===== config.mk =====
export PLATFORM = sky130hd
export DESIGN_NAME = uart_receiver_with_decoder
export DESIGN_NICKNAME = d
export VERILOG_FILES = /design/src/rtl/uart_receiver_with_decoder.sv
export SDC_FILE = /design/constraint.sdc
export NUM_CORES = 1
export LEC_CHECK = 0
export BUFFER_PORTS_ARGS = -buffer_cell sky130_fd_sc_hd__buf_2
export CORE_UTILIZATION = 51
export DETAILED_ROUTE_END_ITERATION = 10
export PLACE_DENSITY = 0.74
export SYNTH_ARGS = -nofsm -noshare
export SYNTH_HDL_FRONTEND = slang
export SYNTH_SLANG_ARGS = --single-unit
export TNS_END_PERCENT = 20

===== constraint.sdc =====
create_clock -name i_clock -period 1.7 [get_ports i_clock]
set_input_delay 0 -clock i_clock [delete_from_list [all_inputs] [get_ports i_clock]]
set_output_delay 0 -clock i_clock [all_outputs]
set_load 0.01 [all_outputs]

===== src/rtl/uart_receiver_with_decoder.sv =====
// uart_receiver_with_decoder
//   Receives 8N1 serial frames (LSB first, line idles high) from the keypress
//   UART transmitter. Each good byte is shown on o_data with a one-cycle
//   o_valid strobe. Its low nibble is decoded onto the {w,d,s,a} key LEDs.
//
// Ports
//   i_clock        system clock (single domain)
//   i_resetL       asynchronous active-low reset
//   i_RX           serial input, asynchronous to i_clock, idle high
//   o_data         last good byte, held until the next good frame
//   o_valid        one-cycle pulse when o_data updates
//   o_frame_error  one-cycle pulse when the stop bit is sampled low
//   o_busy         high in every state except IDLE
//   o_key_leds     {w,d,s,a} flags from the last good byte, held
//
// Build option
//   UART_RX_MAJORITY_VOTE_EN : when defined, every start, data and stop sample
//   is the 2-of-3 majority of rx_s at counts target-1, target and target+1.
//   The decision is made at target+1. When undefined, a single sample is taken
//   at target.

module uart_receiver_with_decoder #(
  parameter int DATA_WIDTH          = 8,
  parameter int BIT_COUNTER_WIDTH   = 3,
  parameter int CLOCK_COUNTER_WIDTH = 9,
  parameter int CLOCKS_PER_BIT      = 434
) (
  input  logic                  i_clock,
  input  logic                  i_resetL,
  input  logic                  i_RX,
  output logic [DATA_WIDTH-1:0] o_data,
  output logic                  o_valid,
  output logic                  o_frame_error,
  output logic                  o_busy,
  output logic [3:0]            o_key_leds
);

  localparam logic [2:0] IDLE      = 3'd0;
  localparam logic [2:0] START     = 3'd1;
  localparam logic [2:0] DATA      = 3'd2;
  localparam logic [2:0] STOP      = 3'd3;
  localparam logic [2:0] WAIT_IDLE = 3'd4;

  localparam logic [CLOCK_COUNTER_WIDTH-1:0] HALF_COUNT =
    CLOCK_COUNTER_WIDTH'((CLOCKS_PER_BIT - 1) / 2);
  localparam logic [CLOCK_COUNTER_WIDTH-1:0] BIT_COUNT =
    CLOCK_COUNTER_WIDTH'(CLOCKS_PER_BIT - 1);
  localparam logic [BIT_COUNTER_WIDTH-1:0] LAST_BIT =
    BIT_COUNTER_WIDTH'(DATA_WIDTH - 1);

  logic                           rx_meta;
  logic                           rx_s;
  logic [2:0]                     state;
  logic [CLOCK_COUNTER_WIDTH-1:0] clk_count;
  logic [BIT_COUNTER_WIDTH-1:0]   bit_index;
  logic [DATA_WIDTH-1:0]          shift_reg;
  logic [CLOCK_COUNTER_WIDTH-1:0] target_count;
  logic                           at_decision;
  logic                           sample;

  // Two-flop synchronizer. The flops reset to the idle-high level so that
  // leaving reset cannot produce a false start edge.
  always_ff @(posedge i_clock or negedge i_resetL) begin
    if (!i_resetL) begin
      rx_meta <= 1'b1;
      rx_s    <= 1'b1;
    end else begin
      rx_meta <= i_RX;
      rx_s    <= rx_meta;
    end
  end

  // The start bit is checked at half a bit. Data and stop bits are checked a
  // full bit after the previous decision, which lands near each mid-bit.
  assign target_count = (state == START) ? HALF_COUNT : BIT_COUNT;

`ifdef UART_RX_MAJORITY_VOTE_EN
  logic vote_early;
  logic vote_mid;

  // Capture the two samples before the decision point. The third sample is
  // the live rx_s at target+1.
  always_ff @(posedge i_clock or negedge i_resetL) begin
    if (!i_resetL) begin
      vote_early <= 1'b1;
      vote_mid   <= 1'b1;
    end else begin
      if (clk_count == target_count - 1'b1) vote_early <= rx_s;
      if (clk_count == target_count)        vote_mid   <= rx_s;
    end
  end

  assign at_decision = (clk_count == target_count + 1'b1);
  assign sample      = (vote_early & vote_mid) | (vote_early & rx_s) | (vote_mid & rx_s);
`else
  assign at_decision = (clk_count == target_count);
  assign sample      = rx_s;
`endif

  // Receive FSM. The counters are cleared on every state change and never
  // run past the decision count.
  always_ff @(posedge i_clock or negedge i_resetL) begin
    if (!i_resetL) begin
      state         <= IDLE;
      clk_count     <= '0;
      bit_index     <= '0;
      shift_reg     <= '0;
      o_data        <= '0;
      o_key_leds    <= '0;
      o_valid       <= 1'b0;
      o_frame_error <= 1'b0;
    end else begin
      o_valid       <= 1'b0;
      o_frame_error <= 1'b0;
      case (state)
        IDLE: begin
          clk_count <= '0;
          bit_index <= '0;
          if (!rx_s) state <= START;
        end
        START: begin
          if (at_decision) begin
            clk_count <= '0;
            bit_index <= '0;
            // A start bit that is high again at half a bit is a glitch.
            state     <= sample ? IDLE : DATA;
          end else begin
            clk_count <= clk_count + 1'b1;
          end
        end
        DATA: begin
          if (at_decision) begin
            // The line sends LSB first, so each new bit enters at the top
            // and earlier bits shift down toward bit 0.
            shift_reg <= {sample, shift_reg[DATA_WIDTH-1:1]};
            clk_count <= '0;
            if (bit_index == LAST_BIT) begin
              bit_index <= '0;
              state     <= STOP;
            end else begin
              bit_index <= bit_index + 1'b1;
            end
          end else begin
            clk_count <= clk_count + 1'b1;
          end
        end
        STOP: begin
          if (at_decision) begin
            clk_count <= '0;
            if (sample) begin
              o_data     <= shift_reg;
              o_key_leds <= shift_reg[3:0];
              o_valid    <= 1'b1;
              state      <= IDLE;
            end else begin
              o_frame_error <= 1'b1;
              state         <= WAIT_IDLE;
            end
          end else begin
            clk_count <= clk_count + 1'b1;
          end
        end
        WAIT_IDLE: begin
          // A break or stuck-low line must not be taken as a new start bit.
          clk_count <= '0;
          if (rx_s) state <= IDLE;
        end
        default: begin
          clk_count <= '0;
          bit_index <= '0;
          state     <= IDLE;
        end
      endcase
    end
  end

  assign o_busy = (state != IDLE);

endmodule


==> impl_metrics.yaml <==
timing:
  post-route-period-util_pct: 96.10
  final.min_clock_period_ns: 1.634
  rsz0062_at_grt: "false"
  finalHoldViolations: 0
  final-max-slew-violation-count: 0
  post-route-worst-setup-slack_ns: 0.06634
  worst_setup_skew_after_layout_ns: 0.01130
  final.hold.worst_slack_ns: 0.2535
  timing.final.setup_violations: 0
  max_slew.worst_pin.slew_ns: 0.7376
  max_transition_margin_pct: 50.83
  fmax_mhz: 612.1
floorplan:
  start_util_pct: 53.47
  y_dimension_of_the_die_um: 58.35
  i_o_pins: 18
  die_width_um: 58.35
  rows: 20
  die_area_sq_mm: 0.003404
  core-area_sq_mm: 0.003028
cells_and_area:
  number_of_nets_in_the_layout: 162
  final_layout_size_suffix_gt1_share_pct: 41.40
  layout-area-overhead-vs-synth_pct: 17.62
  antennaDiodeCount: 0
  final.fill_count: 244
  max_ffs_per_register: 9
cts:
  cts_inserted_buffers: 5
  cts.sinks: 35
  cts_buffer_depth: 2
  number_of_post_cts_setup_repair_buffers: 0
  clock-root-buffer: "sky130_fd_sc_hd__clkbuf_4"
  cts_max_level: 2
  tritoncts_clock_tree: "built"
  cts.reportedPaths.clkPinSlew_ns: 0.11
  postcts_resize_cnt: 0
  clkLatencyLatePin_ns: 0.34
yosys:
  post_synthesis_xor_xnor_area_fraction_pct: 3.787
  netlist-cell-type-count: 34
  ys_ff_latch: 35
  synth-async-reset-ratio_pct: 100.0
  main_combinational_cell_family_by_area_after_synthesis: "simple AND/OR/NAND/NOR gates"
  post_synth_mux_area_share_pct: 12.75
  synth_seq_area_share_pct: 54.25
  yosys.area_share.adder_pct: 2.318
  postSynthCellCount: 126
  synth_ff_type: "sky130_fd_sc_hd__dfrtp_1"
  synth_simple_gate_area_share_pct: 15.46
  mappedNetlistArea_sq_mm: 0.001619
  yosys_warnings: 0
  synth.avg_cell_area_sq_um: 12.85
  synth_edf_count: 0
  synthesized_area_fraction_occupied_by_ao_oa_aoi_and_oai_cells_pct: 6.646
  synth_fp_nets: 132
setup_path:
  crit_fanout: 5
  crit_path_start_kind: "flop"
  worst-r2r-cell-count: 4
  worst-endpoint-required_ns: 1.93
  setup.worst_path.class: "reg2reg"
  reg2reg_slack_ns: 0.07
  worstSetupEndpointType: "flop"
  worst_r2r_endpoint: "shift_reg[6]$_DFFE_PN0P_"
  cp_data_arrival_time_ns: 1.87
  reg_to_reg_critical_path_startpoint: "clk_count[3]$_DFF_PN0_"
power:
  ir_worst_vdd_mv: 0.8861
  power.share.clock_pct: 45.9
  power.density_cell_area_mw_per_mm2: 835.0
  power.sequential.fraction_pct: 52.8
  netSwitchingFraction_pct: 18.23
  leakage_nw: 0.9715
  combPwrFrac_pct: 1.3
  netSwitchingPower_uw: 289.8
  internal-power_mw: 1.300
route:
  wl_mm: 2.664
  dr_total_vias: 1063
  first_iter_violations: 29
  via_per_inst: 5.289
  remaining_drc_errors: 0
  drt_first_pass_iters: 5
  drt.antenna.violating_nets: 0
  detail_route.wl_per_cell_um: 13.25
global_routing:
  grt_pass1_wl_mm: 4.519
  number_of_global_route_vias_before_repair: 982
  antenna_found_initial: 0
  pin_count_of_the_biggest_net_entering_global_routing: 36
  grt-ovfl-total: 0
  grt_util_all_layers_pct: 18.05
placed_design:
  gp_congestion: 0.8949
  post-place-ws_ns: 0.03189
  numPortBuffers: 17
  hpwl_mm: 1.753
worst_hold_path:
  holdCritPathClass: "in2async"
status:
  outcome: "complete, no violations"
job:
  number_of_violations_of_the_max_capacitance_limit: 0
## cell usage after synthesis (2+ instances only)
cell                       instances  area share (%)
sky130_fd_sc_hd__a21oi_1           2            0.62
sky130_fd_sc_hd__a22o_2            2             1.2
sky130_fd_sc_hd__a311oi_1          3             1.6
sky130_fd_sc_hd__a31oi_1           2            0.77
sky130_fd_sc_hd__and3_4            2             1.4
sky130_fd_sc_hd__and4bb_4          2             2.0
sky130_fd_sc_hd__buf_4             4             1.9
sky130_fd_sc_hd__dfrtp_1          33              51
sky130_fd_sc_hd__dfstp_2           2             3.2
sky130_fd_sc_hd__ha_1              3             2.3
sky130_fd_sc_hd__inv_1             5             1.2
sky130_fd_sc_hd__mux2_2            9             6.3
sky130_fd_sc_hd__mux2_4            7             6.5
sky130_fd_sc_hd__nand2_1           5             1.2
sky130_fd_sc_hd__nand3_1           5             1.5
sky130_fd_sc_hd__nand4_1           3             1.2
sky130_fd_sc_hd__nor2_1           14             3.2
sky130_fd_sc_hd__o21ai_0           2            0.62
sky130_fd_sc_hd__xnor2_1           2             1.1
sky130_fd_sc_hd__xor2_1            5             2.7
## power by group through the flow
| stage | registers (mW) | logic [mW] | clock network, mW |
|---|---|---|---|
| after floorplan | 0.855 | 0.000544 | 0 |
| after global placement | 0.856 | 0.0186 | 0 |
| after detailed placement | 0.856 | 0.0193 | 0 |
| after CTS | 0.840 | 0.0226 | 0.751 |
| after global routing | 0.840 | 0.0250 | 0.779 |
| final | 0.840 | 0.0209 | 0.730 |
## stage by stage
stage	setup TNS (ns)	total power [mW]	instance area [sq um]	instances	utilization (%)
2_1_floorplan	-0.1054	0.8555	1619	126	-
3_3_place_gp	0	0.8743	1775	190	58.64
3_5_place_dp	0	0.8750	1775	190	58.64
4_1_cts	0	1.613	1897	200	62.64
5_1_grt	0	1.644	1904	201	62.89
6_report	0	1.590	1904	201	62.89
## cells in the final DEF (no fill, tap or decap)
master                          synthesis  routed
sky130_fd_sc_hd__nand2_1                5       5
sky130_fd_sc_hd__and2_1                 1       1
sky130_fd_sc_hd__mux2_2                 9       9
sky130_fd_sc_hd__or3_1                  1       1
sky130_fd_sc_hd__and4bb_4               2       2
sky130_fd_sc_hd__a22o_1                 1       1
sky130_fd_sc_hd__a211o_1                1       1
sky130_fd_sc_hd__dfstp_2                2       2
sky130_fd_sc_hd__nand4_4                1       1
sky130_fd_sc_hd__clkbuf_4               0       5
sky130_fd_sc_hd__and4bb_2               1       1
sky130_fd_sc_hd__nand4_1                3       3
sky130_fd_sc_hd__bufinv_16              0       2
sky130_fd_sc_hd__and4_2                 1       1
sky130_fd_sc_hd__xor2_1                 5       5
sky130_fd_sc_hd__buf_2                  1      17
sky130_fd_sc_hd__ha_1                   3       3
sky130_fd_sc_hd__nand3_1                5       5
sky130_fd_sc_hd__a31oi_1                2       2
sky130_fd_sc_hd__nor2_1                14      14
sky130_fd_sc_hd__or3b_2                 1       1
sky130_fd_sc_hd__and3_2                 1       2
sky130_fd_sc_hd__clkbuf_1               1       1
sky130_fd_sc_hd__a22o_2                 2       2
sky130_fd_sc_hd__a311oi_1               3       3
sky130_fd_sc_hd__or4_1                  1       1
sky130_fd_sc_hd__inv_1                  5       5
sky130_fd_sc_hd__dlygate4sd3_1          0       2
sky130_fd_sc_hd__and3_4                 2       2
sky130_fd_sc_hd__xnor2_1                2       2
sky130_fd_sc_hd__a21oi_1                2       2
sky130_fd_sc_hd__dfrtp_1               33      33
sky130_fd_sc_hd__buf_4                  4      10
sky130_fd_sc_hd__o21bai_2               1       1
sky130_fd_sc_hd__mux2_4                 7       7
sky130_fd_sc_hd__o21ai_0                2       2
## logic make-up (layout without fill, tap and decap cells)
family,count (synthesis),in the layout
AOI/OAI and AO/OA,14,14
xor gates and xnor gates,7,7
muxes,16,16
buffers and inverters,12,42
DFF,35,35
adders and majority gates,3,3
and+or+nand+nor,39,40
## final cells by class
cell class | instances | area [sq um] | share of cell area, %
tap | 44 | 55.05 | 2.891
clock inverter | 2 | 60.06 | 3.154
inverter | 5 | 18.77 | 0.9855
sequential | 35 | 878.3 | 46.12
timing repair buffer | 29 | 180.2 | 9.461
multi-input combinational | 80 | 670.6 | 35.22
clock buffer | 6 | 41.29 | 2.168
## metal layers
metal | part of all wire, % | GRT usage [%]
met3 | 3.7 | 5.275
met4 | 1.7 | 8.163
met1 | 48 | 22.83
met5 | 0 | 0
met2 | 46 | 28.90
## timing repair
action	4_1_cts	5_1_grt
endpoints found under the setup margin	0	2
hold endpoints to repair	34	0
hold buffers	2	0
## critical path: stages (launching register included)
cell	delay, ns
sky130_fd_sc_hd__dfrtp_1	0.39
sky130_fd_sc_hd__and4bb_4	0.33
sky130_fd_sc_hd__and3_4	0.23
sky130_fd_sc_hd__and3_4	0.24
sky130_fd_sc_hd__mux2_2	0.34
## how the worst max path moves through the flow
stage,startpoint,cells past startpoint,endpoint
floorplan,clk_count[1]$_DFF_PN0_,5,shift_reg[0]$_DFFE_PN0P_
detailed placement,clk_count[3]$_DFF_PN0_,4,shift_reg[6]$_DFFE_PN0P_
CTS,clk_count[3]$_DFF_PN0_,4,shift_reg[6]$_DFFE_PN0P_
global placement,clk_count[1]$_DFF_PN0_,4,shift_reg[6]$_DFFE_PN0P_
finish,clk_count[3]$_DFF_PN0_,4,shift_reg[6]$_DFFE_PN0P_
global route,state[1]$_DFFE_PN0P_,5,o_data[2]$_DFFE_PN0P_
(Power assumes the default switching activity.)
